==> config.mk <==
export PLATFORM = sky130hd
export DESIGN_NAME = apb_master_nslave_flat
export DESIGN_NICKNAME = d
export VERILOG_FILES = /design/src/rtl/apb_master_nslave_if.sv /design/src/rtl/apb_master_nslave.sv /design/src/flat_wrapper.sv
export SDC_FILE = /design/constraint.sdc
export NUM_CORES = 1
export LEC_CHECK = 0
export CAP_MARGIN = 20
export CORE_AREA = 2 2 122 124
export CTS_CLUSTER_SIZE = 20
export DETAILED_ROUTE_END_ITERATION = 12
export DIE_AREA = 0 0 124 126
export PLACE_DENSITY = 0.79
export RECOVER_POWER = 100
export SKIP_LAST_GASP = 1
export SYNTH_ARGS = -nofsm -noshare
export SYNTH_HDL_FRONTEND = slang
export SYNTH_SLANG_ARGS = --single-unit
==> constraint.sdc <==
create_clock -name PCLK -period 3.1 [get_ports PCLK]
set_clock_uncertainty 0.1 [all_clocks]
set_input_delay 0.31 -clock PCLK [delete_from_list [all_inputs] [get_ports PCLK]]
set_output_delay 0.31 -clock PCLK [all_outputs]
set_load 0.01 [all_outputs]
==> src/rtl/apb_master_nslave_if.sv <==
// Command/response channel and APB4 bus bundle for apb_master_nslave.
// The master modport is the bridge side; slave is the requester/fabric side.
interface apb_master_nslave_if #(
    parameter int ADDR_WIDTH = 32,
    parameter int DATA_WIDTH = 32,
    parameter int NUM_SLAVES = 4
);
    logic                             cmd_valid;
    logic                             cmd_ready;
    logic                             cmd_write;
    logic [ADDR_WIDTH-1:0]            cmd_addr;
    logic [DATA_WIDTH-1:0]            cmd_wdata;
    logic [DATA_WIDTH/8-1:0]          cmd_strb;
    logic                             rsp_valid;
    logic [DATA_WIDTH-1:0]            rsp_rdata;
    logic                             rsp_err;
    logic [NUM_SLAVES-1:0]            PSEL;
    logic                             PENABLE;
    logic                             PWRITE;
    logic [ADDR_WIDTH-1:0]            PADDR;
    logic [DATA_WIDTH-1:0]            PWDATA;
    logic [DATA_WIDTH/8-1:0]          PSTRB;
    logic [NUM_SLAVES-1:0]            PREADY;
    logic [NUM_SLAVES*DATA_WIDTH-1:0] PRDATA;
    logic [NUM_SLAVES-1:0]            PSLVERR;

    modport master (
        input  cmd_valid, cmd_write, cmd_addr, cmd_wdata, cmd_strb,
        input  PREADY, PRDATA, PSLVERR,
        output cmd_ready, rsp_valid, rsp_rdata, rsp_err,
        output PSEL, PENABLE, PWRITE, PADDR, PWDATA, PSTRB
    );

    modport slave (
        output cmd_valid, cmd_write, cmd_addr, cmd_wdata, cmd_strb,
        output PREADY, PRDATA, PSLVERR,
        input  cmd_ready, rsp_valid, rsp_rdata, rsp_err,
        input  PSEL, PENABLE, PWRITE, PADDR, PWDATA, PSTRB
    );
endinterface

==> src/rtl/apb_master_nslave.sv <==
// APB4 master bridging a valid/ready command channel to NUM_SLAVES
// address-decoded slaves, with decode-error and wait-state timeout handling.
module apb_master_nslave #(
    parameter int ADDR_WIDTH      = 32,
    parameter int DATA_WIDTH      = 32,
    parameter int NUM_SLAVES      = 4,
    parameter int SLAVE_ADDR_BITS = 12,
    parameter int TIMEOUT         = 256
) (
    input  logic                PCLK,
    input  logic                PRESET,
    apb_master_nslave_if.master bus
);
    localparam int SW = DATA_WIDTH / 8;
    localparam int IW = (NUM_SLAVES > 1) ? $clog2(NUM_SLAVES) : 1;
    localparam int CW = (TIMEOUT > 0) ? $clog2(TIMEOUT + 1) : 1;
    localparam logic [CW-1:0] TLIM = CW'((TIMEOUT > 0) ? TIMEOUT - 1 : 0);

    typedef enum logic [1:0] {IDLE, SETUP, ACCESS, DERR} state_t;

    state_t                state_q;
    state_t                state_d;
    logic [IW-1:0]         idx_q;
    logic [ADDR_WIDTH-1:0] addr_q;
    logic [DATA_WIDTH-1:0] wdata_q;
    logic [SW-1:0]         strb_q;
    logic                  write_q;
    logic [CW-1:0]         cnt_q;
    logic                  rsp_valid_q;
    logic                  rsp_err_q;
    logic [DATA_WIDTH-1:0] rsp_rdata_q;

    logic [ADDR_WIDTH-1:0] slot;
    logic                  hit;
    logic                  rdy_sel;
    logic                  err_sel;
    logic [DATA_WIDTH-1:0] rdata_sel;
    logic [NUM_SLAVES-1:0] onehot;
    logic                  ready;
    logic                  accept;
    logic                  done;
    logic                  abort;

    assign slot      = bus.cmd_addr >> SLAVE_ADDR_BITS;
    assign hit       = slot < ADDR_WIDTH'(NUM_SLAVES);
    assign rdy_sel   = bus.PREADY[idx_q];
    assign err_sel   = bus.PSLVERR[idx_q];
    assign rdata_sel = bus.PRDATA[idx_q*DATA_WIDTH +: DATA_WIDTH];
    assign onehot    = NUM_SLAVES'(1) << idx_q;

    always_ff @(posedge PCLK) begin
        if (PRESET) state_q <= IDLE;
        else        state_q <= state_d;
    end

    always_comb begin
        state_d = state_q;
        ready   = 1'b0;
        done    = 1'b0;
        abort   = 1'b0;
        unique case (state_q)
            IDLE:   ready = 1'b1;
            SETUP:  state_d = ACCESS;
            ACCESS: begin
                if (rdy_sel) begin
                    done    = 1'b1;
                    ready   = 1'b1;
                    state_d = IDLE;
                end else if (TIMEOUT != 0 && cnt_q == TLIM) begin
                    abort   = 1'b1;
                    state_d = IDLE;
                end
            end
            DERR:   state_d = IDLE;
            default: state_d = IDLE;
        endcase
        // Never advertise ready while reset is being applied.
        ready  = ready & ~PRESET;
        accept = bus.cmd_valid & ready;
        if (accept) state_d = hit ? SETUP : DERR;
    end

    always_ff @(posedge PCLK) begin
        if (PRESET) begin
            idx_q       <= '0;
            addr_q      <= '0;
            wdata_q     <= '0;
            strb_q      <= '0;
            write_q     <= 1'b0;
            cnt_q       <= '0;
            rsp_valid_q <= 1'b0;
            rsp_err_q   <= 1'b0;
            rsp_rdata_q <= '0;
        end else begin
            rsp_valid_q <= 1'b0;
            if (accept) begin
                idx_q   <= slot[IW-1:0];
                addr_q  <= bus.cmd_addr;
                write_q <= bus.cmd_write;
                wdata_q <= bus.cmd_write ? bus.cmd_wdata : '0;
                strb_q  <= bus.cmd_write ? bus.cmd_strb : '0;
            end
            if (state_q == SETUP) begin
                cnt_q <= '0;
            end else if (state_q == ACCESS && !rdy_sel && cnt_q != '1) begin
                cnt_q <= cnt_q + 1'b1;
            end
            if (done) begin
                rsp_valid_q <= 1'b1;
                rsp_err_q   <= err_sel;
                rsp_rdata_q <= write_q ? '0 : rdata_sel;
            end else if (abort || state_q == DERR) begin
                rsp_valid_q <= 1'b1;
                rsp_err_q   <= 1'b1;
                rsp_rdata_q <= '0;
            end
        end
    end

    assign bus.cmd_ready = ready;
    assign bus.PSEL      = (state_q == SETUP || state_q == ACCESS) ? onehot : '0;
    assign bus.PENABLE   = (state_q == ACCESS);
    assign bus.PWRITE    = write_q;
    assign bus.PADDR     = addr_q;
    assign bus.PWDATA    = wdata_q;
    assign bus.PSTRB     = strb_q;
    assign bus.rsp_valid = rsp_valid_q;
    assign bus.rsp_err   = rsp_err_q;
    assign bus.rsp_rdata = rsp_rdata_q;
endmodule
==> src/flat_wrapper.sv <==
// flat-port wrapper written by rule: the top's interface ports become plain ports
module apb_master_nslave_flat 
#(
    parameter int ADDR_WIDTH      = 32,
    parameter int DATA_WIDTH      = 32,
    parameter int NUM_SLAVES      = 4,
    parameter int SLAVE_ADDR_BITS = 12,
    parameter int TIMEOUT         = 256
)
  (PCLK, PRESET, bus_cmd_valid, bus_cmd_write, bus_cmd_addr, bus_cmd_wdata, bus_cmd_strb, bus_PREADY, bus_PRDATA, bus_PSLVERR, bus_cmd_ready, bus_rsp_valid, bus_rsp_rdata, bus_rsp_err, bus_PSEL, bus_PENABLE, bus_PWRITE, bus_PADDR, bus_PWDATA, bus_PSTRB);
  apb_master_nslave_if #(.ADDR_WIDTH(ADDR_WIDTH), .DATA_WIDTH(DATA_WIDTH), .NUM_SLAVES(NUM_SLAVES)) bus_i ();
  input  logic PCLK;
  input  logic PRESET;
  input wire logic [$bits(bus_i.cmd_valid)-1:0] bus_cmd_valid;
  input wire logic [$bits(bus_i.cmd_write)-1:0] bus_cmd_write;
  input wire logic [$bits(bus_i.cmd_addr)-1:0] bus_cmd_addr;
  input wire logic [$bits(bus_i.cmd_wdata)-1:0] bus_cmd_wdata;
  input wire logic [$bits(bus_i.cmd_strb)-1:0] bus_cmd_strb;
  input wire logic [$bits(bus_i.PREADY)-1:0] bus_PREADY;
  input wire logic [$bits(bus_i.PRDATA)-1:0] bus_PRDATA;
  input wire logic [$bits(bus_i.PSLVERR)-1:0] bus_PSLVERR;
  output wire logic [$bits(bus_i.cmd_ready)-1:0] bus_cmd_ready;
  output wire logic [$bits(bus_i.rsp_valid)-1:0] bus_rsp_valid;
  output wire logic [$bits(bus_i.rsp_rdata)-1:0] bus_rsp_rdata;
  output wire logic [$bits(bus_i.rsp_err)-1:0] bus_rsp_err;
  output wire logic [$bits(bus_i.PSEL)-1:0] bus_PSEL;
  output wire logic [$bits(bus_i.PENABLE)-1:0] bus_PENABLE;
  output wire logic [$bits(bus_i.PWRITE)-1:0] bus_PWRITE;
  output wire logic [$bits(bus_i.PADDR)-1:0] bus_PADDR;
  output wire logic [$bits(bus_i.PWDATA)-1:0] bus_PWDATA;
  output wire logic [$bits(bus_i.PSTRB)-1:0] bus_PSTRB;
  assign bus_i.cmd_valid = bus_cmd_valid;
  assign bus_i.cmd_write = bus_cmd_write;
  assign bus_i.cmd_addr = bus_cmd_addr;
  assign bus_i.cmd_wdata = bus_cmd_wdata;
  assign bus_i.cmd_strb = bus_cmd_strb;
  assign bus_i.PREADY = bus_PREADY;
  assign bus_i.PRDATA = bus_PRDATA;
  assign bus_i.PSLVERR = bus_PSLVERR;
  assign bus_cmd_ready = bus_i.cmd_ready;
  assign bus_rsp_valid = bus_i.rsp_valid;
  assign bus_rsp_rdata = bus_i.rsp_rdata;
  assign bus_rsp_err = bus_i.rsp_err;
  assign bus_PSEL = bus_i.PSEL;
  assign bus_PENABLE = bus_i.PENABLE;
  assign bus_PWRITE = bus_i.PWRITE;
  assign bus_PADDR = bus_i.PADDR;
  assign bus_PWDATA = bus_i.PWDATA;
  assign bus_PSTRB = bus_i.PSTRB;
  apb_master_nslave #(.ADDR_WIDTH(ADDR_WIDTH), .DATA_WIDTH(DATA_WIDTH), .NUM_SLAVES(NUM_SLAVES), .SLAVE_ADDR_BITS(SLAVE_ADDR_BITS), .TIMEOUT(TIMEOUT)) u_core (.PCLK(PCLK), .PRESET(PRESET), .bus(bus_i));
endmodule
**After elaboration in Yosys (flattened, before gate mapping)**

Cells that the tools add are included.

- Memories kept: 0
- Input port bits: 208
- Output and inout port bits: 109
- Word-level logic and storage cells: 59
- Bits in latches: 0
- Bits in writable memories: 0
- Flip-flop bits (word level): 116
- Bits in read-only memories: 0

- Reductions and logical operators: 10
- Equality and inequality tests: 6
- Multipliers: 0
- Magnitude comparators: 2
- Bitwise logic cells: 3
- Multiplexer cells: 25
- Divide/modulo/power cells: 0
- Shift-type cells: 2
- Add/subtract/negate cells: 1

Operator list:

| operator | number |
|---|---|
| 32-bit two-way mux | 4 |
| 128-bit by 8-bit indexed part select with 32-bit output | 1 |
| 20-bit by 3-bit less-than comparator with 1-bit output, second input constant | 1 |
| 1-bit two-way mux | 11 |
| 9-bit by 1-bit adder with 9-bit output, second input constant | 1 |
| 9-bit by 8-bit equality test with 1-bit output, second input constant | 1 |
| 9-bit != test, second input constant | 1 |
| 2-bit two-way mux | 4 |
| 4-bit two-way mux | 2 |
| 2-bit case mux with 3 select lines | 1 |
| 1-bit binary-select mux with 2-bit select | 2 |
| 2-bit equality test, second input constant | 2 |
| 4-bit by 1-bit != test with 1-bit output, second input constant | 1 |
| 4-bit nonzero test | 1 |
| 1-bit by 2-bit << shifter with 4-bit output, first input constant | 1 |
| 2-bit by 3-bit less-than comparator with 1-bit output, second input constant | 1 |
| 1-bit AND | 2 |
| 2-bit by 1-bit equality test with 1-bit output, second input constant | 1 |
| 1-bit logical AND | 2 |
| 2-bit zero test | 1 |
| 1-bit logical OR | 2 |
| 1-bit case mux with 2 select lines | 1 |
| 2-bit AND reduction | 1 |
| 2-bit nonzero test | 1 |
| 3 further kinds | 3 |

**Logic depth before layout (Yosys ltp)**

Gate-level depths: netlist of run 1.

- Depth in word-level cells: 8
- Depth in mapped cells: 8
- Mapped depth without buffers: 7

**Worst setup path after synthesis of run 1**

Ideal clock, no wire load.

- Path type: reg2reg
- Start: register, netlist name u_core.bus.PADDR[12]
- End: register u_core.rsp_rdata_q[10] (netlist: u_core.bus.rsp_rdata[10])
- Data required time: 2.883 ns
- Data arrival time: 1.967 ns
- Clock period less this slack: 2.184 ns
- Slack: 0.916 ns
- Cell stages (with the launch flop): 6
- Library setup time: 0.117 ns
- Path buffers: 3
- Path through: dfxtp_1 > buf_6 > buf_4 > buf_1 > mux4_2 > a22o_1

RTL lines:

| item | RTL line | text |
|---|---|---|
| end signal: assignment | apb_master_nslave.sv:111 | `rsp_rdata_q <= write_q ? '0 : rdata_sel;` |
| end: declaration | apb_master_nslave.sv:31 | `logic [DATA_WIDTH-1:0] rsp_rdata_q;` |

==> metrics.txt, run 1 <==
initial core utilization roughly 35%; Synth Instances roughly 520; relative slew slack between 40% and 50%; via-per-instance ratio between 5 and 6; top-level port count about 320; die area 0.01562 sq mm; Final Non-Filler Cells 1014; Setup crit start kind flip-flop; FFs w/ async S/R, synth 0%; outcome complete, no violations; core area about 0.014 sq mm; Resize count post-CTS 0; DP HPWL around 14 mm; Post-Syn Area a little under 0.005 sq mm; crit-path leading delay family flip-flops; final hold viol count 0; CP max stage cell dfxtp_1; YS warnings 0; Final Cell Area just under 0.009 sq mm; Rows between 40 and 50; H-Tree Level Count 4; Fmax achieved 0.3515 GHz; Die X approximately 120 um; top_reg_cell synth dfxtp_1; distinct cell type count after synthesis 35; crit path from u_core.bus.PADDR[13]; Antenna Diode Count 0; first-pass GRT wire length about 27 mm; multi-input logic area between 0.002 and 0.0025 sq mm; setup bufs post-CTS 0; grt met3 use a little under an eighth; Worst-path clk slew around 0.060 ns; Placed Cells roughly 1000; first drt pass iteration count 4; number of synthesized flops with an enable pin 0; routed len/inst 18.34 um; Max Cap Viol 0; dpl cell area about 0.0083 sq mm; Die Y around 130 um; Critical Path AT 2.44 ns; GR Util All Layers 23.18%; CP Capture Type primary output; Max Slew Vio Count 0; layout cell share with drive strength beyond 1 10.00%; Clock Tree Buf Depth 2; count of nets after finishing between 1000 and 1500; GRT busiest layer met2; worst vdd ir ~0.00036 V; met1 usage between 20% and 30%; vias in the first global route ~5000; reg2reg start u_core.bus.PADDR[13]; RePlAce Congestion between 0.7 and 0.8; Final min period roughly 2.8 ns; CP Max Fanout 15; CP max stage delay 0.75 ns; met2 Resource Use GR 38.17%; total clock sinks ~110; drt drc 0; crit-path cells mux4_2, a21oi_1, nor2_1, clkdlybuf4s50_1; root buffer cell clkbuf_16; via count 5136; CTS tree built; final period utilization about nine tenths; power density over the cells 584.7 mW/mm^2; register area between 0.002 and 0.0025 sq mm; WL final approximately 19 mm; count of final setup violators 0; WP buf/inv 1; Syn Area/Cell a little under 10 sq um; RSZ-0062 raised after global routing no; aggregate global routing overflow 0; # fillers around 1200; hold path start PRESET; Final ANT Viol Nets 0; WS Path Type reg2out; initial antenna violation count 0; Slew @ Worst Pin roughly 0.8 ns; Leak Pwr around 3.5 nW; clk_lat worst skew ~0.41 ns; Syn Nets 731; #FFs+latches synth roughly 110; Port Buffer Count ~320; total CTS buffers 17; min-delay worst type in2reg; sequential element share of the synthesized area approximately 46%; Iteration-0 DRC Markers roughly 330; largest net degree at the start of global routing approximately 70; R2R Setup Slk roughly 0.38 ns; Req. time, crit path 2.69 ns; hold_buf cts 0; Area Overhead vs Synth 79.45%; setup TNS 0 ns
## final timing paths
kind                                   end  cells after the start
setup reg to reg  u_core.bus.rsp_rdata[22]                      5
setup / recovery             bus_cmd_ready                      4
hold reg to reg      u_core.bus.PWDATA[28]                      2
hold / removal        u_core.bus.PADDR[18]                      2
## cells by family after synthesis
kind of cell,after synthesis,share of synthesized area [%]
AOI/OAI and AO/OA,117,14.77
xor gates and xnor gates,4,0.7066
adders and majority gates,7,1.767
buffers and inverters,49,4.013
DFF,114,46.04
muxes,36,15.90
and+or+nand+nor,189,16.81
## area by class of cell
type	instances	area share (%)
clock buffer	17	4.782
clock inverter	15	2.321
inverter	6	0.2532
multi-input combinational	353	27.88
sequential	114	25.67
tap	184	2.588
timing repair buffer	325	36.51
## where the power goes
group	internal (mW)	switching [mW]	total (mW)	leakage, nW
Sequential	1.62	0.0971	1.72	0.929
Clock	1.35	0.716	2.07	0.304
Combinational	0.749	0.663	1.41	2.27
## state kept, by name (all words and copies together), names as in the netlist
| signal | flops |
|---|---|
| u_core.bus.rsp_rdata | 32 |
| u_core.bus.PADDR | 32 |
| u_core.bus.PSTRB | 4 |
| u_core.bus.rsp_err | 1 |
| u_core.state_q | 2 |
| u_core.cnt_q | 9 |
| u_core.bus.PWDATA | 32 |
| u_core.bus.PWRITE | 1 |
| u_core.bus.rsp_valid | 1 |
## synth_stat cells, types with 2 or more instances
| cell type | instances | area (sq um) |
|---|---|---|
| a21oi_1 | 75 | 375.4 |
| a221oi_1 | 2 | 17.52 |
| a22o_1 | 32 | 280.3 |
| and3_1 | 3 | 18.77 |
| and3b_1 | 2 | 17.52 |
| buf_1 | 8 | 30.03 |
| buf_2 | 3 | 15.01 |
| clkbuf_1 | 30 | 112.6 |
| dfxtp_1 | 114 | 2282 |
| ha_1 | 7 | 87.58 |
| inv_1 | 6 | 22.52 |
| mux2_2 | 2 | 22.52 |
| mux4_2 | 34 | 765.7 |
| nand2_1 | 109 | 409.1 |
| nand3_1 | 40 | 200.2 |
| nor2_1 | 14 | 52.55 |
| nor3_1 | 4 | 20.02 |
| nor4_1 | 7 | 43.79 |
| o21ai_0 | 3 | 15.01 |
| or2_2 | 2 | 12.51 |
| or4_1 | 2 | 15.01 |
| xnor2_1 | 4 | 35.03 |
## per-layer routing
metal	routed length (um)	up-vias
met1	6722	2364
met5	0	-
met3	2364	38
met4	598	0
met2	8910	262
li1	-	2472
## through the flow
stage	worst slack, ns	total power [mW]	hold slack, ns	utilization [%]
3_3_place_gp	0.5812	3.235	0.3369	57.92
2_1_floorplan	0.9160	2.447	0.3460	-
3_5_place_dp	0.5666	3.251	0.3440	57.92
5_1_grt	0.1382	5.466	0.3338	62.15
6_report	0.2550	5.201	0.3102	62.15
4_1_cts	0.3223	5.346	0.3085	62.33
## layout by cell type (no fill, tap or decap), drive strengths merged, types with 2 or more instances in the layout
master | Yosys | layout
nor4 | 7 | 7
nand2 | 109 | 109
or3 | 2 | 2
nor3 | 4 | 4
o21ai | 3 | 3
clkbuf | 30 | 18
and3 | 3 | 3
nor2 | 14 | 14
inv | 6 | 9
clkinv | 0 | 6
dlygate4sd3 | 0 | 104
buf | 13 | 9
a221oi | 2 | 2
a22o | 32 | 32
a21oi | 75 | 75
mux4 | 34 | 34
bufinv | 0 | 4
clkdlybuf4s50 | 0 | 211
nand3 | 40 | 40
or2 | 2 | 2
mux2 | 2 | 2
or4 | 2 | 2
clkinvlp | 0 | 2
and3b | 2 | 2
ha | 7 | 7
xnor2 | 4 | 4
dfxtp | 114 | 114
Power figures use the tool's default switching activity.
==> run 2, diff against run 1 <==
--- a/config.mk
+++ b/config.mk
@@ -8,7 +8,9 @@
 export CAP_MARGIN = 20
-export CORE_AREA = 2 2 122 124
-export CTS_CLUSTER_SIZE = 20
+export CELL_PAD_IN_SITES_DETAIL_PLACEMENT = 1
+export CELL_PAD_IN_SITES_GLOBAL_PLACEMENT = 1
+export CORE_MARGIN = 1.5
+export CORE_UTILIZATION = 28
+export CTS_CLUSTER_SIZE = 40
 export DETAILED_ROUTE_END_ITERATION = 12
-export DIE_AREA = 0 0 124 126
-export PLACE_DENSITY = 0.79
+export PLACE_DENSITY = 0.89
 export RECOVER_POWER = 100
==> constraint.sdc (replaced) <==
create_clock -name PCLK -period 3.1 [get_ports PCLK]
set_clock_uncertainty 0.1 [all_clocks]
set_input_delay 0.62 -clock PCLK [delete_from_list [all_inputs] [get_ports PCLK]]
set_output_delay 0.62 -clock PCLK [all_outputs]
set_load 0.01 [all_outputs]
==> run 2 against run 1 <==
Clock power fell by 6%. Via count increased by 3.0%. Critical path depth up 1. Count of clock-buffer cells in the layout grew 7. Flip-flop and latch count stayed put. Combinational power up 3%. Total power decreased by 1.7%. Final area up 0.25%. Highest routed layer unchanged.
==> metrics.txt, run 2 (synthesis gave the netlist of run 1 again) <==
total clock sinks 114 (unchanged); R2R cell count 6 (was 5); initial antenna violation count 0 (unchanged); CTS tree built (unchanged); final core occ 51.56% (was 62.15%); die area 0.01851 sq mm (was 0.01562 sq mm); Rows 48 (was 44); worst vdd ir 0.0003828 V (was 0.0003605 V); routed len/inst 19.74 um (was 18.34 um); CP Capture Type primary output (unchanged); first-pass GRT wire length 30.81 mm (was 27.16 mm); root buffer cell clkbuf_16 (unchanged); WL final 20.83 mm (was 18.60 mm); setup TNS 0 ns (unchanged); Slew @ Worst Pin 0.8390 ns (was 0.8232 ns); largest net degree at the start of global routing 72 (was 71); first drt pass iteration count 6 (was 4); Leak Pwr 3.499 nW (about the same); Antenna Diode Count 0 (unchanged); Setup crit start kind input port (was flip-flop); RePlAce Congestion 0.7869 (was 0.7855); min-delay worst type reg2reg (was in2reg); Final Cell Area 0.008919 sq mm (was 0.008896 sq mm); Hold Path Depth 2 (unchanged); aggregate global routing overflow 0 (unchanged); most frequent cells in the layout clkdlybuf4s50_1 (210), dfxtp_1 (113), nand2_1 (109), dlygate4sd3_1 (105), a21oi_1 (75) (was clkdlybuf4s50_1 (211), dfxtp_1 (113), nand2_1 (109), dlygate4sd3_1 (104), a21oi_1 (75)); reg2reg start u_core.bus.PADDR[12] (was u_core.bus.PADDR[13]); R2R Setup Slk 0.39 ns (was 0.38 ns); outcome complete, no violations (unchanged); Worst-path clk slew 0.05 ns (was 0.06 ns); sw frac 28.36% (was 28.37%); initial core utilization 28.66% (was 34.63%); post-place setup slack 0.1392 ns (was 0.5666 ns); setup bufs post-CTS 0 (unchanged); count of nets after finishing 1035 (was 1032); RSZ-0062 raised after global routing no (unchanged); dpl cell area 0.008364 sq mm (was 0.008290 sq mm); layout cell share with drive strength beyond 1 9.759% (was 10.00%); Fmax achieved 0.3393 GHz (was 0.3515 GHz); power density over the cells 573.3 mW/mm^2 (was 584.7 mW/mm^2); hold_buf cts 0 (unchanged); Clock Power Share 38.0% (was 39.8%); via-per-instance ratio 5.014 (was 5.065); Max Slew Vio Count 0 (unchanged); total CTS buffers 17 (unchanged); sequential share of power 33.6% (was 33.1%); Die Y 136.1 um (was 126 um); core area 0.01730 sq mm (was 0.01431 sq mm); setup ws final 0.1523 ns (was 0.2550 ns); Clock Tree Buf Depth 2 (unchanged); Req. time, crit path 2.38 ns (was 2.69 ns); final period utilization 95.09% (was 91.78%); GR Util All Layers 21.98% (was 23.18%); Cell Int Power 3.663 mW (was 3.725 mW); vias in the first global route 5647 (was 5041); Final ANT Viol Nets 0 (unchanged); commonest non-fill, non-tap cell in the layout clkdlybuf4s50_1 (unchanged); Final Non-Filler Cells 1055 (was 1014); DP HPWL 15.83 mm (was 14.08 mm); Comb power frac 28.4% (was 27.1%); Resize count post-CTS 0 (unchanged); Critical Path AT 2.23 ns (was 2.44 ns); Iteration-0 DRC Markers 147 (was 332); Die X 136.1 um (was 124 um); H-Tree Level Count 4 (unchanged); CP Max Fanout 2 (was 15); hold path start u_core.bus.PADDR[15] (was PRESET); count of final setup violators 0 (unchanged); Hold Worst Slack 0.3489 ns (was 0.3102 ns); total chip power 5.113 mW (was 5.201 mW); clk_lat worst skew 0.41 ns (about the same); FF-to-FF End u_core.bus.PADDR[25] (was u_core.bus.rsp_rdata[22]); final hold viol count 0 (unchanged); Sw Pwr 1.450 mW (was 1.476 mW); via count 5290 (was 5136); Hold Path Sink u_core.bus.PADDR[15] (was u_core.bus.PADDR[18]); top-level port count 317 (unchanged); Area Overhead vs Synth 79.91% (was 79.45%); drt drc 0 (unchanged); Final min period 2.948 ns (was 2.845 ns); WS Path Type in2out (was reg2out); Port Buffer Count 316 (unchanged); Max Cap Viol 0 (unchanged); relative slew slack 44.06% (was 44.95%); Placed Cells 1026 (was 982)
==> run 2: changes by cell type in the layout (fill, tap and decap cells not counted), sizes merged, moves of 2 or more <==
| cell | previous run | this run |
|---|---|---|
| clkbuf | 18 | 29 |
| clkinv | 6 | 3 |
| inv | 9 | 6 |
| bufinv | 4 | 2 |
| clkinvlp | 2 | 0 |
==> run 2: cell type report <==
class	count	area [sq um]
fill	1923	8378
timing repair buffer	328	3252
multi-input combinational	353	2492
sequential	114	2283
clock buffer	24	511.7
tap	225	281.5
clock inverter	5	75.07
inverter	6	22.52
==> run 2: worst max path at each step <==
stage                         start         endpoint  cells after the start  slack, ns
4_1_cts               bus_PREADY[0]    bus_cmd_ready                      5       0.14
2_1_floorplan         bus_PREADY[3]  u_core.cnt_q[5]                      4       0.83
6_report              bus_PREADY[0]    bus_cmd_ready                      5       0.15
3_3_place_gp          bus_PREADY[2]    bus_cmd_ready                      5       0.15
5_1_grt        u_core.bus.PADDR[12]      bus_PSEL[3]                      3       0.06
3_5_place_dp          bus_PREADY[0]    bus_cmd_ready                      5       0.14
==> run 2: worst max-delay path, cell delays in order <==
cell and delay (ns):
clkdlybuf4s50_1 0.44, mux4_2 0.49, a21oi_1 0.16, nor2_1 0.06
clkdlybuf4s50_1 0.47
==> run 2: routing by layer <==
layer / vias to the layer above / routed length, um / GRT usage, %
li1: 2468 / - / -
met1: 2546 / 7662 / 22.69
met2: 233 / 10500 / 39.17
met3: 43 / 1918 / 7.942
met4: 0 / 750 / 10.87
met5: - / 0 / 0
==> run 2: power groups by stage <==
stage / clock, mW / sequential, mW / combinational (mW)
3_3_place_gp: 0 / 1.74 / 1.50
4_1_cts: 1.98 / 1.73 / 1.55
3_5_place_dp: 0 / 1.76 / 1.53
6_report: 1.94 / 1.72 / 1.45
5_1_grt: 2.05 / 1.74 / 1.56
2_1_floorplan: 0 / 1.80 / 0.645
